--- config.mk ---
export PLATFORM = sky130hd
export DESIGN_NAME = dr_counter_ring_sync
export DESIGN_NICKNAME = d
export VERILOG_FILES = /design/src/rtl/dr_pkg.sv /design/src/rtl/dr_encode.sv /design/src/rtl/dr_counter_ring_sync.sv
export SDC_FILE = /design/constraint.sdc
export NUM_CORES = 1
export LEC_CHECK = 0
export BUFFER_PORTS_ARGS = -buffer_cell sky130_fd_sc_hd__buf_2
export CORE_ASPECT_RATIO = 1.1
export CORE_MARGIN = 2
export CORE_UTILIZATION = 40
export CTS_CLUSTER_DIAMETER = 30
export DETAILED_ROUTE_END_ITERATION = 6
export PLACE_DENSITY = 0.75
export SLEW_MARGIN = 20
export SYNTH_ARGS = -nofsm -noshare
export SYNTH_HDL_FRONTEND = slang
export SYNTH_SLANG_ARGS = --single-unit
--- constraint.sdc ---
create_clock -name clk -period 2 [get_ports clk]
set_input_delay 0 -clock clk [delete_from_list [all_inputs] [get_ports clk]]
set_output_delay 0 -clock clk [all_outputs]
set_load 0.05 [all_outputs]
--- src/rtl/dr_pkg.sv ---
// Shared dual-rail rail codes, FSM state type and code classification helper
// for the clocked dual-rail counter ring.
package dr_pkg;

   localparam logic [1:0] DR_NULL = 2'b00;
   localparam logic [1:0] DR_D0   = 2'b01;
   localparam logic [1:0] DR_D1   = 2'b10;
   localparam logic [1:0] DR_ILL  = 2'b11;

   typedef enum logic {
      S_NULL = 1'b0,
      S_DATA = 1'b1
   } dr_state_t;

   function automatic logic dr_is_data(input logic [1:0] code);
      return (code == DR_D0) || (code == DR_D1);
   endfunction

endpackage

--- src/rtl/dr_encode.sv ---
// Binary-to-dual-rail encoder: each bit becomes a rail pair, the whole bus is
// NULL when valid is low so every pair switches together.
module dr_encode
   import dr_pkg::*;
#(
   parameter int WIDTH = 32
) (
   input  logic [WIDTH-1:0]   bin,
   input  logic               valid,
   output logic [2*WIDTH-1:0] dr
);

   genvar gi;
   generate
      for (gi = 0; gi < WIDTH; gi++) begin : g_bit
         assign dr[2*gi+1:2*gi] = valid ? (bin[gi] ? DR_D1 : DR_D0) : DR_NULL;
      end
   endgenerate

endmodule

--- src/rtl/dr_counter_ring_sync.sv ---
// Clocked dual-rail counter ring: WIDTH-bit count emitted as DATA/NULL wavefronts.
// Optional parallel load of the count in the NULL phase when DRCNT_LOAD_EN is defined.
module dr_counter_ring_sync
   import dr_pkg::*;
#(
   parameter int               WIDTH    = 32,
   parameter logic [WIDTH-1:0] INIT_VAL = '0,
   parameter int               WRAP     = 1
) (
   input  logic               clk,
   input  logic               init,
   input  logic [1:0]         carryin,
   output logic               carryinCOMP,
   output logic [2*WIDTH-1:0] sum,
   input  logic               sumCOMP,
   output logic [1:0]         carryout,
   input  logic               carryoutCOMP,
`ifdef DRCNT_LOAD_EN
   input  logic               load,
   input  logic [WIDTH-1:0]   load_val,
`endif
   output logic [WIDTH-1:0]   count,
   output logic               err
);

   dr_state_t        state_reg, state_next;
   logic [WIDTH-1:0] count_reg;
   logic [WIDTH-1:0] nxt_reg;
   logic             ovf_reg;
   logic             err_reg;

   logic             ci;
   logic [WIDTH:0]   add_ext;
   logic [WIDTH-1:0] nxt_calc;
   logic             ovf_calc;
   logic             go_data;
   logic             go_null;
   logic             load_now;
   logic             data_valid;

`ifdef DRCNT_LOAD_EN
   assign load_now = (state_reg == S_NULL) && load;
`else
   assign load_now = 1'b0;
`endif

   assign ci      = (carryin == DR_D1);
   assign add_ext = {1'b0, count_reg} + {{WIDTH{1'b0}}, ci};

   // Saturating mode pins the count at all-ones and flags every further increment.
   always_comb begin
      nxt_calc = add_ext[WIDTH-1:0];
      ovf_calc = add_ext[WIDTH];
      if (WRAP == 0 && ci && (&count_reg)) begin
         nxt_calc = count_reg;
         ovf_calc = 1'b1;
      end else if (WRAP == 0) begin
         ovf_calc = 1'b0;
      end
   end

   assign go_data = (state_reg == S_NULL) && !load_now && dr_is_data(carryin)
                    && !sumCOMP && !carryoutCOMP;
   assign go_null = (state_reg == S_DATA) && sumCOMP && carryoutCOMP
                    && (carryin == DR_NULL);

   always_ff @(posedge clk) begin
      if (init) begin
         state_reg <= S_NULL;
      end else begin
         state_reg <= state_next;
      end
   end

   always_comb begin
      state_next = state_reg;
      case (state_reg)
         S_NULL:  if (go_data) state_next = S_DATA;
         S_DATA:  if (go_null) state_next = S_NULL;
         default: state_next = S_NULL;
      endcase
   end

   always_comb begin
      data_valid  = 1'b0;
      carryinCOMP = 1'b0;
      carryout    = DR_NULL;
      if (state_reg == S_DATA) begin
         data_valid  = 1'b1;
         carryinCOMP = 1'b1;
         carryout    = ovf_reg ? DR_D1 : DR_D0;
      end
   end

   // The count commits only on DATA->NULL so a capturing consumer sees it stable.
   always_ff @(posedge clk) begin
      if (init) begin
         count_reg <= INIT_VAL;
         nxt_reg   <= '0;
         ovf_reg   <= 1'b0;
         err_reg   <= 1'b0;
      end else begin
         if (carryin == DR_ILL) begin
            err_reg <= 1'b1;
         end
         if (go_data) begin
            nxt_reg <= nxt_calc;
            ovf_reg <= ovf_calc;
         end
         if (go_null) begin
            count_reg <= nxt_reg;
         end
`ifdef DRCNT_LOAD_EN
         if (load_now) begin
            count_reg <= load_val;
         end
`endif
      end
   end

   dr_encode #(
      .WIDTH(WIDTH)
   ) u_sum_enc (
      .bin  (nxt_reg),
      .valid(data_valid),
      .dr   (sum)
   );

   assign count = count_reg;
   assign err   = err_reg;

endmodule

==> impl_results.md, run 1 <==
- Maximum level of the CTS H-tree: 3
- Total count of hold-check failures in the final report: 0
- TritonCTS clock tree: built
- Count of hold-fix buffers inserted at cts: 0
- Share of the yosys chip area belonging to registers: 39.50%
- Mapped Nets: 435
- Root Buffer: sky130_fd_sc_hd__clkbuf_8
- Met1 capacity usage during global routing: 25.50%
- Antenna-violating nets left: 0
- WHS: 18.60 ps
- Routed via count divided by cell count: 5.020
- Chip Width: 91.85 um
- Fraction of final layout cells sized beyond drive strength 1: 31.07%
- Primary flip-flop cell chosen by synthesis mapping: sky130_fd_sc_hd__dfxtp_1
- Number of synthesis warnings: 0
- Number of enable-type register cells in the synthesized netlist: 0
- PortBufs: 105
- First-pass iteration count of the detailed router: 4
- Post-synthesis area per instance: 8.009 um^2
- CP max stage delay: 380 ps
- Peak supply drop: 0.2883 mV
- TritonCTS sink count: 67
- Tightest Pin Transition: 665.6 ps
- Number of vias in the routed layout: 3223
- Post-detail-place hpwl: 6146 um
- Number of DRC markers in iteration 0: 182
- Die area: 9243 um^2
- Number of register bits inferred by synthesis: 67
- Fmax: 0.5377 GHz
- P per Cell Area: 693.5 nW/um^2
- Dominant combinational cell family by area after synthesis: simple AND/OR/NAND/NOR gates
- Area growth syn-to-layout: 28.44%
- Cell breakdown of the critical path: ha_2, nand4_1, nor3_4, nand2_2, or3_1, a311oi_2
- Endpoint required time on the critical path: 2260 ps
- Top fanout value on the critical path: 5
- Number of antenna repair diodes: 0
- Simple-gate share of the synthesized area: 34.78%
- Maximum buffer depth of the clock tree: 2
- RD Place Congestion: 0.7843
- Number of endpoints failing setup at the final stage: 0
- Fraction of synthesis flops using an asynchronous set or reset pin: 0%
- Commonest non-fill, non-tap cell in the layout: sky130_fd_sc_hd__buf_2
- Syn Std Cell Area: 3396 um^2
- DIE HEIGHT: 100.6 um
- Core region area: 8320 um^2
- Clk_lat worst skew: 340 ps
- Most frequent cells in the layout: sky130_fd_sc_hd__buf_2 (105), sky130_fd_sc_hd__nand2_1 (74), sky130_fd_sc_hd__dfxtp_1 (53)
- Slew margin rel.: 55.62%
- Number of maximum-capacitance constraint violations: 0
- Starting Density: 40.81%
- Highest-delay cell along the critical path: sky130_fd_sc_hd__or3_1
- Post-synthesis cell type with the largest combined area: sky130_fd_sc_hd__dfxtp_1
- Clock-pin slew reported for the worst setup and hold paths after clock tree synthesis: 70 ps
- Type of the most critical hold path: input port to flip-flop
- Number of antenna violations at the first check in global routing: 0
- Clock period minus final worst setup slack: 1860 ps
- Skew final: 5.191 ps
- Met2 track utilization from global routing: 33.03%
- Pin count of the biggest net entering global routing: 66
- Static power due to leakage: 0.001913 uW
- Number of global-route vias before repair: 3028
- Portion of netlist area occupied by mux cells: 0.5895%
- Critical Path Start Type: flip-flop
- Final slew viol count: 0
- Total global-route track usage: 19.92%
- Global-route wire length before repair: 14820 um
- Average wire per cell in the routed design: 14.10 um
- Final-stage net count: 539
- Pre-CTS setup slack: 76.12 ps
- Worst Setup Path Type: flip-flop to flip-flop
- Final worst-path cycle share: 92.99%
- DRC violation count after routing: 0
- Synth top area cells: sky130_fd_sc_hd__dfxtp_1 (39%), sky130_fd_sc_hd__nand2_1 (8.2%), sky130_fd_sc_hd__and2_1 (6.6%)
- Xor/xnor cell area share of the yosys netlist: 7.222%
- I/O pin count: 106
- Status: finished, final reports clean
- Final worst slack: 140.2 ps
- Wire length after detailed routing: 9049 um
- Global Route met3 Usage: 5.460%
- CTS Buf Count: 9
- Cell count after synthesis: 424
- Data arrival time of the worst path: 2120 ps
- Adder-Cell Fraction of Synth Area: 1.842%
- Count of standard-cell rows: 35
- Cell variety after synth: 33
- Post-synthesis compound-gate area fraction: 12.45%
- Global route hottest layer: met2
- Endpoint kind of the worst setup timing path: flip-flop
- Portion of synthesized cell area occupied by the leading cell type: 39.50%
- Grt total ovfl: 0
==> cell type report <==
type	count	area, um^2
well taps	111	138.9
multi-input cells	325	1966
clock inverters	1	30.03
clock buffers	13	180.2
repair buffers	121	670.6
inverters	4	15.01
fillers	803	3959
flip-flops and latches	67	1361
==> power by group <==
| part | internal, uW | switching (uW) | leakage (uW) | total (uW) |
|---|---|---|---|---|
| Combinational | 108 | 307 | 0.00126 | 415 |
| Clock | 707 | 488 | 0.000107 | 1190 |
| Sequential | 1370 | 42.7 | 0.000551 | 1420 |
==> final timing paths <==
kind	depth (start not counted)	to	slack (ps)	startpoint
max	6	nxt_reg[31]$_SDFFE_PP0P_	140	count[0]$_SDFFE_PP0P_
min	4	err$_SDFFE_PP0N_	20	carryin[0]
max reg2reg	6	nxt_reg[31]$_SDFFE_PP0P_	140	count[0]$_SDFFE_PP0P_
min reg2reg	2	err$_SDFFE_PP0N_	460	err$_SDFFE_PP0N_
==> worst max-delay path, delay by kind of cell (launching register included) <==
family,cells,cell delay (ps)
flip-flops,1,350
AND/OR/NAND/NOR,4,990
AO/OA/AOI/OAI,1,230
adder cells (fa/ha/maj),1,200
==> stage by stage <==
step                      area [um^2]  util, %  cells  power (uW)  TNS (ps)
after floorplan                  3426        -    424        1759         0
after global placement           4113    49.43    625        1850         0
after detailed placement         4113    49.43    625        1861         0
after CTS                        4323    51.95    639        3051         0
after global routing             4362    52.42    642        3143    -19.61
final                            4362    52.42    642        3025         0
==> kinds of logic (layout without fill, tap and decap cells) <==
logic type | Yosys count | count (layout)
simple gates | 224 | 224
compound gates | 66 | 66
flops | 67 | 67
buf+inv | 32 | 139
mux | 2 | 2
xor+xnor | 28 | 28
fa+ha+maj | 5 | 5
==> cells in the mapped netlist, types with 4 or more instances <==
cell type and instances:
sky130_fd_sc_hd__nand2_1 74, sky130_fd_sc_hd__dfxtp_1 67, sky130_fd_sc_hd__nor2_1 39, sky130_fd_sc_hd__and2_1 36
sky130_fd_sc_hd__nor2b_1 34, sky130_fd_sc_hd__a21oi_1 33, sky130_fd_sc_hd__a211oi_1 26, sky130_fd_sc_hd__clkbuf_1 20
sky130_fd_sc_hd__xor2_1 20, sky130_fd_sc_hd__nand3_1 12, sky130_fd_sc_hd__nand4_1 10, sky130_fd_sc_hd__xnor2_1 8
sky130_fd_sc_hd__buf_1 6, sky130_fd_sc_hd__ha_1 5, sky130_fd_sc_hd__inv_1 4
==> what timing repair did <==
item,4_1_cts,5_1_grt
endpoints found under the setup margin,0,5
buffers inserted,0,3
gates resized for setup,0,4
hold endpoints to repair,0,0
==> metal layers <==
metal  up-vias  wire length (um)
li1       1621                 -
met5         -                 0
met3         9               491
met4         0                78
met1      1498              4096
met2        95              4382
(Power assumes the default switching activity.)
==> run 2: changes to the inputs <==
REMOVE_ABC_BUFFERS = 1   (was default)
==> run 2 against run 1 <==
Sequential cell count unchanged. Critical endpoint unchanged. Combinational power decreased by 1%. Wire length decreased by 6.6%. Sequential share of layout area decreased by 0.31 points. Count of clock-buffer cells in the layout decreased by 3. Global-route usage decreased by 1.6 points. Power decreased by 1.9%. Clock power decreased by 4%.
==> impl_results.md, run 2 (synthesis gave the netlist of run 1 again) <==
- Top fanout value on the critical path: 5 (unchanged)
- Die area: 9243 um^2 (unchanged)
- Placed Instance Area: 4115 um^2 (was 4113 um^2)
- Final worst-path cycle share: 95.10% (was 92.99%)
- Wire length after detailed routing: 8452 um (was 9049 um)
- Switching power: 880.4 uW (was 837.2 uW)
- Area growth syn-to-layout: 27.93% (was 28.44%)
- Register share of total power: 47.6% (was 46.8%)
- FF/Latch Area: 1343 um^2 (was 1361 um^2)
- Final-stage net count: 544 (was 539)
- Antenna-violating nets left: 0 (unchanged)
- Core region area: 8320 um^2 (unchanged)
- Worst setup slack for register-to-register paths: 100 ps (was 140 ps)
- Number of global-route vias before repair: 2898 (was 3028)
- Internal power component: 2088 uW (was 2188 uW)
- I/O pin count: 106 (unchanged)
- Maximum level of the CTS H-tree: 3 (unchanged)
- Footprint of the multi-input gates: 1951 um^2 (was 1966 um^2)
- Starting Density: 40.81% (unchanged)
- Endpoint kind of the worst setup timing path: flip-flop (unchanged)
- Routed via count divided by cell count: 5.023 (was 5.020)
- Fin area: 4344 um^2 (was 4362 um^2)
- Skew final: 5.568 ps (was 5.191 ps)
- Fraction of final layout cells sized beyond drive strength 1: 29.37% (was 31.07%)
- Worst Setup Path Type: flip-flop to flip-flop (unchanged)
- Global-route wire length before repair: 13640 um (was 14820 um)
- Logic gate share of total power: 13.8% (was 13.7%)
- Clk_lat worst skew: 340 ps (about the same)
- Total count of hold-check failures in the final report: 0 (unchanged)
- Pin count of the biggest net entering global routing: 71 (was 66)
- Number of maximum-capacitance constraint violations: 0 (unchanged)
- TritonCTS sink count: 67 (unchanged)
- Switch share: 29.66% (was 27.68%)
- CTS Buf Count: 9 (unchanged)
- DRC violation count after routing: 0 (unchanged)
- Slew margin rel.: 67.18% (was 55.62%)
- Maximum buffer depth of the clock tree: 2 (unchanged)
- Status: finished, final reports clean (unchanged)
- Clock-pin slew reported for the worst setup and hold paths after clock tree synthesis: 70 ps (about the same)
- Number of vias in the routed layout: 3260 (was 3223)
- Clock period minus final worst setup slack: 1902 ps (was 1860 ps)
- Average wire per cell in the routed design: 13.02 um (was 14.10 um)
- Chip Width: 91.85 um (unchanged)
- DIE HEIGHT: 100.6 um (unchanged)
- Most frequent cells in the layout: sky130_fd_sc_hd__buf_2 (105), sky130_fd_sc_hd__nand2_1 (74), sky130_fd_sc_hd__dfxtp_1 (66) (was sky130_fd_sc_hd__buf_2 (105), sky130_fd_sc_hd__nand2_1 (74), sky130_fd_sc_hd__dfxtp_1 (53))
- Type of the most critical hold path: input port to flip-flop (unchanged)
- Number of antenna repair diodes: 0 (unchanged)
- Root Buffer: sky130_fd_sc_hd__clkbuf_8 (unchanged)
- Count of hold-fix buffers inserted at cts: 0 (unchanged)
- Clock group share of total power: 38.5% (was 39.5%)
- RD Place Congestion: 0.7667 (was 0.7843)
- Non-Filler Instances: 649 (was 642)
- Peak supply drop: 0.4032 mV (was 0.2883 mV)
- DP Cell Count: 631 (was 625)
- Number of endpoints failing setup at the final stage: 0 (unchanged)
- Commonest non-fill, non-tap cell in the layout: sky130_fd_sc_hd__buf_2 (unchanged)
- Fmax: 0.5258 GHz (was 0.5377 GHz)
- P per Cell Area: 683.3 nW/um^2 (was 693.5 nW/um^2)
- Tightest Pin Transition: 492.3 ps (was 665.6 ps)
- Post-detail-place hpwl: 5787 um (was 6146 um)
- Fill cell total of the finished layout: 811 (was 803)
- Critical Path Start Type: flip-flop (unchanged)
- Total global-route track usage: 18.30% (was 19.92%)
- Endpoint required time on the critical path: 2260 ps (about the same)
- Number of DRC markers in iteration 0: 149 (was 182)
- Data arrival time of the worst path: 2160 ps (was 2120 ps)
- PortBufs: 105 (unchanged)
- Static power due to leakage: 0.001906 uW (was 0.001913 uW)
- Count of standard-cell rows: 35 (unchanged)
- Final slew viol count: 0 (unchanged)
- First-pass iteration count of the detailed router: 4 (unchanged)
- Grt total ovfl: 0 (unchanged)
- Accumulated negative setup slack: 0 ps (unchanged)
- Number of antenna violations at the first check in global routing: 0 (unchanged)
- TritonCTS clock tree: built (unchanged)
## run 2: cell types whose count changed in the layout (fill, tap and decap cells not counted), sizes merged
cell	before	now
buf	121	126
clkbuf	13	10
clkinvlp	0	2
inv	4	5
clkinv	0	2
## run 2: through the flow
step / setup WS (ps) / hold WS, ps / util, % / power (uW)
floorplan: -4936 / 64.65 / - / 1748
global placement: 186.0 / 370.9 / 49.46 / 1848
detailed placement: 111.4 / 395.2 / 49.46 / 1858
CTS: 80.54 / 45.86 / 51.88 / 2992
global route: -37.67 / 88.47 / 52.21 / 3072
finish: 98.08 / 44.21 / 52.21 / 2969
## run 2: path summary, 6_finish.rpt
path	from	to	depth (start not counted)
min reg2reg	count[0]$_SDFFE_PP0P_	count[0]$_SDFFE_PP0P_	2
min	carryin[0]	err$_SDFFE_PP0N_	4
max	count[0]$_SDFFE_PP0P_	nxt_reg[31]$_SDFFE_PP0P_	6
max reg2reg	count[0]$_SDFFE_PP0P_	nxt_reg[31]$_SDFFE_PP0P_	6
## run 2: layout make-up
cell class	count	share of cell area, %
Inverter	4	0.3456
Tap cell	111	3.197
Timing Repair Buffer	126	16.01
Sequential cell	67	30.90
Clock buffer	10	3.168
Multi-Input combinational cell	325	44.90
Clock inverter	6	1.469
## run 2: metal layers
metal	vias up	global-route usage, %	wire [um]
li1	1645	-	-
met1	1507	22.69	3817
met2	96	30.77	4009
met3	12	3.216	457
met4	0	9.070	167
met5	-	0	0
## run 2: what timing repair did
action / in CTS / in global routing
buffers inserted: 0 / 2
gates resized for setup: 0 / 3
setup endpoints to repair: 0 / 10
## run 2: power by group through the flow
stage	Combinational (uW)	Sequential, uW	Clock (uW)
floorplan	295	1450	0
global placement	407	1440	0
detailed placement	413	1440	0
CTS	414	1410	1160
global route	441	1420	1210
finish	411	1410	1140
## run 2: critical path, cell delays in order (launching register included)
cell                       delay, ps
sky130_fd_sc_hd__dfxtp_1         350
sky130_fd_sc_hd__ha_2            210
sky130_fd_sc_hd__nand4_1         180
sky130_fd_sc_hd__nor3_4          350
sky130_fd_sc_hd__nand2_2         130
sky130_fd_sc_hd__or3_1           360
sky130_fd_sc_hd__a311oi_1        240
